## config.mk

```make
export PLATFORM = sky130hd
export DESIGN_NAME = div_iter
export DESIGN_NICKNAME = d
export VERILOG_FILES = /design/src/rtl/div_iter.sv
export SDC_FILE = /design/constraint.sdc
export NUM_CORES = 1
export LEC_CHECK = 0
export ABC_AREA = 1
export BUFFER_PORTS_ARGS = -buffer_cell sky130_fd_sc_hd__buf_2
export CAP_MARGIN = 0
export CORE_MARGIN = 2
export CORE_UTILIZATION = 55
export CTS_CLUSTER_SIZE = 25
export DETAILED_ROUTE_END_ITERATION = 8
export GPL_TIMING_DRIVEN = 0
export PLACE_DENSITY_LB_ADDON = 0.12
export SLEW_MARGIN = 30
export SYNTH_ARGS = -nofsm -noshare
export SYNTH_HDL_FRONTEND = slang
export SYNTH_SLANG_ARGS = --single-unit
export TNS_END_PERCENT = 5
```

## constraint.sdc

```tcl
create_clock -name clk -period 5.32 [get_ports clk]
set_input_delay 0 -clock clk [delete_from_list [all_inputs] [get_ports clk]]
set_output_delay 0 -clock clk [all_outputs]
set_load 0.01 [all_outputs]
```

## src/rtl/div_iter.sv

```systemverilog
// Iterative restoring radix-2 divider (DIV/DIVU) for the HI/LO unit.
// Produces one quotient bit per cycle on operand magnitudes, then fixes signs.
module div_iter #(
    parameter int WIDTH = 32
) (
    input  logic             clk,
    input  logic             rst,
    input  logic             div_start,
    input  logic             div_signed,
    input  logic [WIDTH-1:0] dividend,
    input  logic [WIDTH-1:0] divisor,
    input  logic             cancel,
    output logic             busy,
    output logic             done,
    output logic [WIDTH-1:0] quotient,
    output logic [WIDTH-1:0] remainder,
    output logic             div_by_zero
);

    localparam logic [1:0] S_IDLE = 2'd0;
    localparam logic [1:0] S_CALC = 2'd1;
    localparam logic [1:0] S_FIX  = 2'd2;
    localparam logic [1:0] S_DONE = 2'd3;

    localparam int CW = $clog2(WIDTH + 1);

    logic [1:0]       state_reg;
    logic [CW-1:0]    count_reg;
    logic [WIDTH-1:0] rem_reg;
    logic [WIDTH-1:0] quo_reg;
    logic [WIDTH-1:0] dvs_reg;
    logic [WIDTH-1:0] orig_reg;
    logic             q_neg_reg;
    logic             r_neg_reg;
    logic             dbz_reg;
    logic [WIDTH-1:0] quotient_reg;
    logic [WIDTH-1:0] remainder_reg;
    logic             div_by_zero_reg;

    logic             dvd_neg;
    logic             dvs_neg;
    logic [WIDTH-1:0] dvd_abs;
    logic [WIDTH-1:0] dvs_abs;
    logic [WIDTH:0]   shifted;
    logic             take;
    logic [WIDTH-1:0] trial;
    logic [WIDTH-1:0] q_fix;
    logic [WIDTH-1:0] r_fix;

    always_comb begin
        dvd_neg = div_signed & dividend[WIDTH-1];
        dvs_neg = div_signed & divisor[WIDTH-1];
        dvd_abs = dvd_neg ? -dividend : dividend;
        dvs_abs = dvs_neg ? -divisor : divisor;
        // The shifted partial remainder can exceed WIDTH bits, so compare at
        // WIDTH+1; the difference itself always fits in WIDTH bits.
        shifted = {rem_reg, quo_reg[WIDTH-1]};
        take    = shifted >= {1'b0, dvs_reg};
        trial   = shifted[WIDTH-1:0] - dvs_reg;
        q_fix   = q_neg_reg ? -quo_reg : quo_reg;
        r_fix   = r_neg_reg ? -rem_reg : rem_reg;
    end

    always_ff @(posedge clk) begin
        if (rst) begin
            state_reg       <= S_IDLE;
            count_reg       <= '0;
            rem_reg         <= '0;
            quo_reg         <= '0;
            dvs_reg         <= '0;
            orig_reg        <= '0;
            q_neg_reg       <= 1'b0;
            r_neg_reg       <= 1'b0;
            dbz_reg         <= 1'b0;
            quotient_reg    <= '0;
            remainder_reg   <= '0;
            div_by_zero_reg <= 1'b0;
        end else begin
            case (state_reg)
                S_IDLE: begin
                    if (div_start && !cancel) begin
                        rem_reg   <= '0;
                        quo_reg   <= dvd_abs;
                        dvs_reg   <= dvs_abs;
                        orig_reg  <= dividend;
                        q_neg_reg <= dvd_neg ^ dvs_neg;
                        r_neg_reg <= dvd_neg;
                        dbz_reg   <= (divisor == '0);
                        count_reg <= '0;
                        state_reg <= S_CALC;
                    end
                end
                S_CALC: begin
                    if (cancel) begin
                        state_reg <= S_IDLE;
                    end else begin
                        rem_reg   <= take ? trial : shifted[WIDTH-1:0];
                        quo_reg   <= {quo_reg[WIDTH-2:0], take};
                        count_reg <= count_reg + CW'(1);
                        if (count_reg == CW'(WIDTH - 1)) begin
                            state_reg <= S_FIX;
                        end
                    end
                end
                S_FIX: begin
                    if (cancel) begin
                        state_reg <= S_IDLE;
                    end else begin
                        // Divide by zero reports all-ones and the untouched dividend.
                        quotient_reg    <= dbz_reg ? '1 : q_fix;
                        remainder_reg   <= dbz_reg ? orig_reg : r_fix;
                        div_by_zero_reg <= dbz_reg;
                        state_reg       <= S_DONE;
                    end
                end
                default: begin
                    state_reg <= S_IDLE;
                end
            endcase
        end
    end

    assign busy        = (state_reg != S_IDLE);
    assign done        = (state_reg == S_DONE);
    assign quotient    = quotient_reg;
    assign remainder   = remainder_reg;
    assign div_by_zero = div_by_zero_reg;

endmodule

```

**Word-level counts from Yosys, hierarchy flattened**

Cells that the tools add are included.

- Register bits: 204
- Output and inout bits: 67
- Logic and storage cells: 61
- Bits of input ports: 69

- Add/subtract/negate cells: 6
- Order comparisons: 1
- Bitwise gates (word level): 4
- Reduce and logical (&&, ||, !) cells: 10
- Muxes and demuxes: 21
- Equal/unequal tests: 7

Operators with widths:

| kind | number |
|---|---|
| 2-to-1 mux 32 bit | 11 |
| negation 32 bit | 4 |
| one-hot mux 32 bit (2 select lines) | 2 |
| greater-or-equal comparator 33 x 32 -> 1 bit | 1 |
| zero test 32 bit | 1 |
| subtractor 32 bit | 1 |
| 2-to-1 mux 6 bit | 2 |
| one-hot mux 6 bit (2 select lines) | 1 |
| 2-to-1 mux 2 bit | 4 |
| adder 6 x 1 -> 6 bit (second input constant) | 1 |
| == test 6 x 5 -> 1 bit (second input constant) | 1 |
| one-hot mux 2 bit (3 select lines) | 1 |
| AND reduction 2 bit | 3 |
| == test 2 bit (second input constant) | 2 |
| inequality test 2 bit (second input constant) | 2 |
| nonzero test 2 bit | 2 |
| inequality test 3 bit (second input constant) | 1 |
| AND reduction 3 bit | 1 |
| AND 1 bit | 2 |
| == test 2 x 1 -> 1 bit (second input constant) | 1 |
| zero test 2 bit | 1 |
| logical AND 1 bit | 1 |
| zero test 1 bit | 1 |
| inverter 1 bit | 1 |
| XOR 1 bit | 1 |

**Longest topological paths before layout**

Gate-level depths: netlist of run 1.

- Word-level depth: 4
- Mapped depth: 16
- Mapped depth without buffers: 16

**Least setup slack after synthesis of run 1**

No wires, ideal clock.

- Kind: flip-flop to flip-flop
- Start point: register rem_reg[26]
- End point: register rem_reg[13]
- Setup slack: 3.392 ns
- Required time: 5.188 ns
- Setup time: 0.132 ns
- Buffers on the path: 1
- Arrival: 1.795 ns
- Stages on the path, launching flop included: 13
- Clock period less this slack: 1.928 ns
- Path through: dfxtp_1 ha_1 nand2_1 inv_2 nand2_1 nand2_1 a21oi_1 nand2_2 a21oi_4 buf_2 nand3_1 nand3_1 a21oi_1

- Longest elaborated chain between the ends: 4

Ends and longest elaborated chain:

| what | RTL line | RTL |
|---|---|---|
| start, declared | 29 | `logic [WIDTH-1:0] rem_reg;` |
| start signal, assigned | 97 | `rem_reg <= take ? trial : shifted[WIDTH-1:0];` |
| greater-or-equal comparator 33 x 32 -> 1 bit | 58 | `take = shifted >= {1'b0, dvs_reg};` |
| 2-to-1 mux 32 bit | 97 |  |
| 2-to-1 mux 32 bit | 94 | `if (cancel) begin` |
| one-hot mux 32 bit (2 select lines) | 79 | `case (state_reg)` |

No other way between the ends. The select of a mux whose other input is x is not followed.
A chain may end at the register's enable or synchronous reset.

**Final worst setup path of run 1**

- Start point: register rem_reg[18]
- End point: register rem_reg[0]

Same word-level chain as after synthesis.

==> flow_summary.json, run 1 <==
{
  "die_w_um": 163,
  "cts_max_path_buffers": 3,
  "power.density_nw_per_um2": 303,
  "ys_ff_latch": 204,
  "cts_tree": "yes",
  "hold_class": "in2reg",
  "relSlewSlack": 0.449,
  "grt_use_total": 0.384,
  "drive_gt1_frac": 0.106,
  "finClkSkew_ns": 0.0233,
  "path_class": "reg2reg",
  "vdd_drop_max_v": 0.000240,
  "synth_edf_count": 0,
  "grt_pass1_vias": 14800,
  "wl_per_cell_um": 18.3,
  "core_area_um2": 25000,
  "combPwrFrac": 0.334,
  "hpwl_mm": 40.3,
  "yosys_warnings": 0,
  "drc": 0,
  "cp-end-kind": "flip-flop",
  "drt-initial-drc-count": 1852,
  "grt_max_degree": 13,
  "setup_viol": 0,
  "worst_pin_slew_ns": 0.819,
  "postCtsSetupBuffers": 0,
  "grt_antenna_before_repair": 0,
  "std_cell_rows": 58,
  "p_seq_frac": 0.336,
  "hold-worst-slack_ns": 0.166,
  "fmax_mhz": 375,
  "netlist_area_um2": 13900,
  "max-cap-violations": 0,
  "grt.overflow.total": 0,
  "die_h_um": 163,
  "outcome": "complete, no violations",
  "via_count": 16300,
  "totalWireLength_mm": 51.8,
  "syn2layout_area_growth_pct": 18.4,
  "seq_area_frac_synth": 0.294,
  "clkTransAtPathRegs_ns": 0.06,
  "syn_avg_cell_area_um2": 6.16,
  "syn_nets": 2365,
  "rsz0062_at_grt": "false",
  "drt-pass1-iter-count": 6,
  "instances_no_fill": 2832,
  "die_area_um2": 26600,
  "routed_via_density": 5.74,
  "ys_types": 55,
  "antenna_cells": 0,
  "crit_fanout": 10,
  "ant_nets": 0,
  "report.final.hold_viol_count": 0,
  "io_pins": 136,
  "cts.htree.levels": 1,
  "grt_pass1_wl_mm": 79.4,
  "clkPwrFrac": 0.330,
  "syn_inst": 2258,
  "required_ns": 5.69,
  "gp_congestion": 0.987,
  "async_flop_share": 0,
  "nFillCells": 2404,
  "cts_made_buffers": 24,
  "initial_core_util": 0.555,
  "port_buffers": 135,
  "power.switching_w": 0.00187,
  "cts.sinks": 204,
  "switching_share": 0.374,
  "synth_ff_type": "dfxtp_1",
  "cellLeakagePower_nw": 7.94,
  "clock_latency_ns": 0.54,
  "internal_power_w": 0.00312,
  "fin_nets": 2597,
  "place_inst": 2723,
  "crit_arrival_ns": 3.04,
  "tns_ns": 0,
  "maxSlewViolCount": 0,
  "root_buffer": "clkbuf_16",
  "start_kind": "flip-flop",
  "min_period_ns": 2.66,
  "timing.final.crit_share": 0.501
}
-- layout by cell type (no fill, tap or decap), types with 4 or more instances in the layout --
| master | synthesis | layout |
|---|---|---|
| a21o_1 | 4 | 4 |
| a21oi_1 | 164 | 164 |
| a31oi_1 | 41 | 41 |
| and2_1 | 6 | 6 |
| buf_1 | 5 | 5 |
| buf_2 | 27 | 162 |
| buf_6 | 7 | 7 |
| clkbuf_1 | 45 | 51 |
| clkbuf_16 | 0 | 24 |
| clkbuf_8 | 0 | 4 |
| clkinv_1 | 4 | 4 |
| dfxtp_1 | 204 | 204 |
| dlygate4sd3_1 | 0 | 71 |
| ha_1 | 37 | 37 |
| inv_1 | 333 | 333 |
| inv_2 | 9 | 9 |
| nand2_1 | 581 | 581 |
| nand2_2 | 9 | 9 |
| nand3_1 | 204 | 204 |
| nand3_2 | 10 | 10 |
| nand3b_1 | 11 | 11 |
| nand4_1 | 18 | 18 |
| nor2_1 | 170 | 170 |
| nor2_2 | 7 | 7 |
| nor3_1 | 35 | 35 |
| nor4_1 | 9 | 9 |
| o211ai_1 | 12 | 12 |
| o21ai_0 | 170 | 170 |
| o21ai_1 | 13 | 13 |
| o21ai_2 | 4 | 4 |
| o221ai_1 | 5 | 5 |
| o22ai_1 | 24 | 24 |
| o32ai_1 | 4 | 4 |
| or2_2 | 9 | 9 |
| xnor2_1 | 20 | 20 |
| xor2_1 | 16 | 16 |
-- power by group through the flow --
stage / combinational (W) / sequential [W] / clock [W]
floorplan: 0.00113 / 0.00168 / 0
global placement: 0.00155 / 0.00170 / 0
detailed placement: 0.00157 / 0.00170 / 0
CTS: 0.00162 / 0.00167 / 0.00165
global route: 0.00185 / 0.00168 / 0.00170
finish: 0.00167 / 0.00167 / 0.00165
-- final timing paths --
path | startpoint | depth (start not counted) | slack [ns] | to
worst min-delay path | rst | 5 | 0.17 | quotient[24]
worst min register to register | orig_reg[7] | 2 | 0.47 | orig_reg[7]
worst max-delay path | rem_reg[18] | 12 | 2.66 | rem_reg[0]
worst max register to register | rem_reg[18] | 12 | 2.66 | rem_reg[0]
-- final cells by class --
| type | instances | area [um^2] | area share |
|---|---|---|---|
| Sequential cell | 204 | 4080 | 0.248 |
| Inverter | 347 | 1310 | 0.0792 |
| Buffer | 86 | 417 | 0.0253 |
| Clock buffer | 34 | 678 | 0.0412 |
| Tap cell | 330 | 413 | 0.0251 |
| Multi-Input combinational cell | 1621 | 8100 | 0.492 |
| Timing Repair Buffer | 206 | 1390 | 0.0842 |
| Clock inverter | 4 | 83.8 | 0.00509 |
-- Yosys cell counts, types with 6 or more instances --
| cell | instances | area (um^2) |
|---|---|---|
| o21ai_1 | 13 | 65.1 |
| nor2_2 | 7 | 43.8 |
| nand2_2 | 9 | 56.3 |
| nand2_1 | 581 | 2180 |
| dfxtp_1 | 204 | 4080 |
| or2_2 | 9 | 56.3 |
| nand4_1 | 18 | 113 |
| nor3_1 | 35 | 175 |
| a31oi_1 | 41 | 257 |
| nor2_1 | 170 | 638 |
| buf_2 | 27 | 135 |
| clkbuf_1 | 45 | 169 |
| inv_1 | 333 | 1250 |
| and2_1 | 6 | 37.5 |
| o22ai_1 | 24 | 150 |
| nand3b_1 | 11 | 82.6 |
| nor4_1 | 9 | 56.3 |
| ha_1 | 37 | 463 |
| o211ai_1 | 12 | 90.1 |
| buf_6 | 7 | 78.8 |
| xor2_1 | 16 | 140 |
| nand3_2 | 10 | 100 |
| o21ai_0 | 170 | 851 |
| nand3_1 | 204 | 1020 |
| inv_2 | 9 | 33.8 |
| xnor2_1 | 20 | 175 |
| a21oi_1 | 164 | 821 |
-- kinds of logic after synthesis --
| family | Yosys count | share of synthesized area |
|---|---|---|
| AO/OA/AOI/OAI | 458 | 0.181 |
| adder cells (fa/ha/maj) | 38 | 0.0347 |
| AND/OR/NAND/NOR | 1089 | 0.344 |
| XOR/XNOR | 36 | 0.0227 |
| buffers and inverters | 433 | 0.124 |
| flip-flops | 204 | 0.294 |
-- critical path, cell delays in order, from the launching register on --
cell	delay, ns
dfxtp_1	0.51
ha_1	0.38
nand2_1	0.15
nor2_1	0.08
nand2_1	0.15
nor2_1	0.08
nand2_1	0.13
nand2_2	0.09
a21oi_4	0.27
buf_2	0.30
nand3_1	0.17
nand3_1	0.13
a21oi_1	0.07
-- through the flow --
stage	total power (W)	instance area [um^2]	worst slack, ns	util
5_1_grt	0.00523	16500	2.50	0.658
4_1_cts	0.00494	16500	2.74	0.658
3_5_place_dp	0.00327	15000	2.77	0.599
3_3_place_gp	0.00325	15000	2.78	0.599
2_1_floorplan	0.00281	13900	3.39	-
6_report	0.00498	16500	2.66	0.658
-- layer usage --
metal | wire (um) | up-vias | global-route usage
met5 | 0 | - | 0
met4 | 1630 | 0 | 0.117
met3 | 6380 | 119 | 0.104
met2 | 21000 | 851 | 0.563
met1 | 22800 | 7464 | 0.547
li1 | - | 7831 | -
-- repair_timing --
action	in CTS	in global routing
hold endpoints to repair	100	0
hold buffers	71	0
gates resized for setup	0	0
Power figures use the tool's default switching activity.
==> run 2, diff against run 1 <==
clock period = 2.7 ns   (was 5.32 ns; I/O delays follow)
==> run 2 against run 1 <==
Against the previous run:
- critical path depth down 4
- register-to-register slack got worse by 2.6 ns
- global-route usage unchanged
- hold slack lost 0.011 ns
- count of clock-buffer cells in the layout unchanged
- final cell count is essentially flat
- clock skew increased by 0.00089 ns
- wire length is 0.16% higher
- maximum frequency decreased by 0.14%
- largest cell class unchanged
==> flow_summary.json, run 2 (same netlist as run 1, synthesis figures left out) <==
{
  "cts_tree": "yes",
  "crit_arrival_ns": 3.11,
  "cts_made_buffers": 24,
  "routed_via_density": 5.73,
  "maxSlewViolCount": 0,
  "path_class": "reg2reg",
  "core_area_um2": 25000,
  "cts.htree.levels": 1,
  "min_from": "rst",
  "cp_slowest_cell": "buf_1",
  "cp-startpoint": "state_reg[1]",
  "setup_viol": 0,
  "switching_share": 0.375,
  "vdd_drop_max_v": 0.000473,
  "cp.depth": 8,
  "instances_no_fill": 2833,
  "layout_common_cells": "nand2_1, inv_1, nand3_1",
  "worst_pin_slew_ns": 0.854,
  "p_seq_frac": 0.335,
  "crit_chain": "inv_1 -> nor3_4 -> inv_4 -> nor2_8 -> buf_1 -> nand3_1 -> nand2_1 -> inv_1",
  "totalWireLength_mm": 51.9,
  "cpLargestDelayFamily": "simple AND/OR/NAND/NOR gates",
  "tns_ns": 0,
  "place_inst": 2723,
  "r2r.worst_path.cells": 8,
  "power.density_nw_per_um2": 597,
  "required_ns": 3.14,
  "postCtsSetupBuffers": 0,
  "drive_gt1_frac": 0.108,
  "via_count": 16200,
  "drt-initial-drc-count": 1699,
  "clock_latency_ns": 0.54,
  "grt_pass1_vias": 14800,
  "grt.overflow.total": 0,
  "report.final.hold_viol_count": 0,
  "start_kind": "flip-flop",
  "r2r_end": "quotient[29]",
  "crit_buf_inv": 4,
  "cp-end-kind": "flip-flop",
  "ant_nets": 0,
  "cpPeakStageDelay_ns": 0.68,
  "relSlewSlack": 0.431,
  "max-cap-violations": 0,
  "r2r_start": "state_reg[1]",
  "std_cell_rows": 58,
  "gp_congestion": 0.987,
  "die_h_um": 163,
  "drt-pass1-iter-count": 7,
  "outcome": "complete, no violations",
  "root_buffer": "clkbuf_16",
  "power.switching_w": 0.00368,
  "grt_pass1_wl_mm": 79.4,
  "timing.final.crit_share": 0.988,
  "cpMostUsedCell": "inv_1",
  "io_pins": 136,
  "hold_class": "in2reg",
  "grt_use_total": 0.384,
  "port_buffers": 135,
  "cts_max_path_buffers": 3,
  "clkPwrFrac": 0.330,
  "fmax_mhz": 375,
  "min_period_ns": 2.67,
  "cellLeakagePower_nw": 7.95,
  "initial_core_util": 0.555,
  "crit_end": "quotient[29]",
  "die_area_um2": 26600,
  "combPwrFrac": 0.335,
  "mostFrequentLayoutCell": "nand2_1",
  "fin_nets": 2597,
  "grt_max_degree": 13,
  "regToRegSetupSlack_ns": 0.03,
  "wl_per_cell_um": 18.3,
  "syn2layout_area_growth_pct": 18.5,
  "clkTransAtPathRegs_ns": 0.06,
  "internal_power_w": 0.00615,
  "die_w_um": 163,
  "finClkSkew_ns": 0.0242,
  "cts.sinks": 204,
  "crit_fanout": 10,
  "drc": 0,
  "grt_antenna_before_repair": 0,
  "hpwl_mm": 40.3
}
[run 2: cell count changes in the layout (fill, tap and decap cells not counted)]
cell      change
diode_2       +1
nand2_2       -1
dfxtp_1       -1
nand2_4       +1
ha_1          -1
nor2_2        +1
clkbuf_4      +1
nor2_1        -1
buf_2         -1
ha_2          +1
dfxtp_2       +1
[run 2: worst register-to-register path: cells and delay by family (launching register included)]
family | cells | cell delay [ns]
buf+inv | 4 | 1.02
simple gates | 4 | 1.21
flops | 1 | 0.36
[run 2: layout make-up]
cell class / instances / area (um^2)
fill: 2403 / 8550
antenna: 1 / 2.50
buffer: 86 / 419
inverter: 347 / 1310
timing repair buffer: 206 / 1390
clock buffer: 34 / 678
sequential: 204 / 4090
clock inverter: 4 / 83.8
tap: 330 / 413
multi-input combinational: 1621 / 8110
[run 2: per-stage QoR]
stage               power [W]  hold slack (ns)  setup slack [ns]  utilization  instance area, um^2
floorplan             0.00553            0.139             0.772            -                13900
global placement      0.00640            0.293             0.160        0.599                15000
detailed placement    0.00645            0.306             0.150        0.599                15000
CTS                   0.00972            0.143             0.125        0.658                16500
global route           0.0103            0.205           -0.0204        0.658                16500
finish                0.00983            0.155            0.0323        0.658                16500
[run 2: worst min-delay path by stage]
stage                   end  depth (start not counted)
2_1_floorplan   dvs_reg[31]                          2
3_3_place_gp     dvs_reg[0]                          3
3_5_place_dp    dvs_reg[31]                          3
4_1_cts        quotient[24]                          5
5_1_grt        quotient[24]                          5
6_report       quotient[24]                          5
[run 2: what timing repair did]
| action | CTS | global route |
|---|---|---|
| endpoints found under the hold margin | 100 | 0 |
| setup endpoints to repair | 0 | 29 |
| hold buffers | 71 | 0 |
| resized for setup | 0 | 5 |
[run 2: power groups by stage]
| stage | logic [W] | registers [W] | clock network [W] |
|---|---|---|---|
| 2_1_floorplan | 0.00223 | 0.00330 | 0 |
| 3_3_place_gp | 0.00305 | 0.00335 | 0 |
| 3_5_place_dp | 0.00309 | 0.00335 | 0 |
| 4_1_cts | 0.00319 | 0.00329 | 0.00325 |
| 5_1_grt | 0.00366 | 0.00331 | 0.00336 |
| 6_report | 0.00329 | 0.00330 | 0.00324 |
[run 2: per-layer routing]
layer  vias to the layer above  global-route usage  wire [um]
met5                         -                   0          0
met4                         0               0.117       1590
met3                       120               0.104       6360
met2                       839               0.563      21100
met1                      7438               0.547      22900
li1                       7831                   -          -
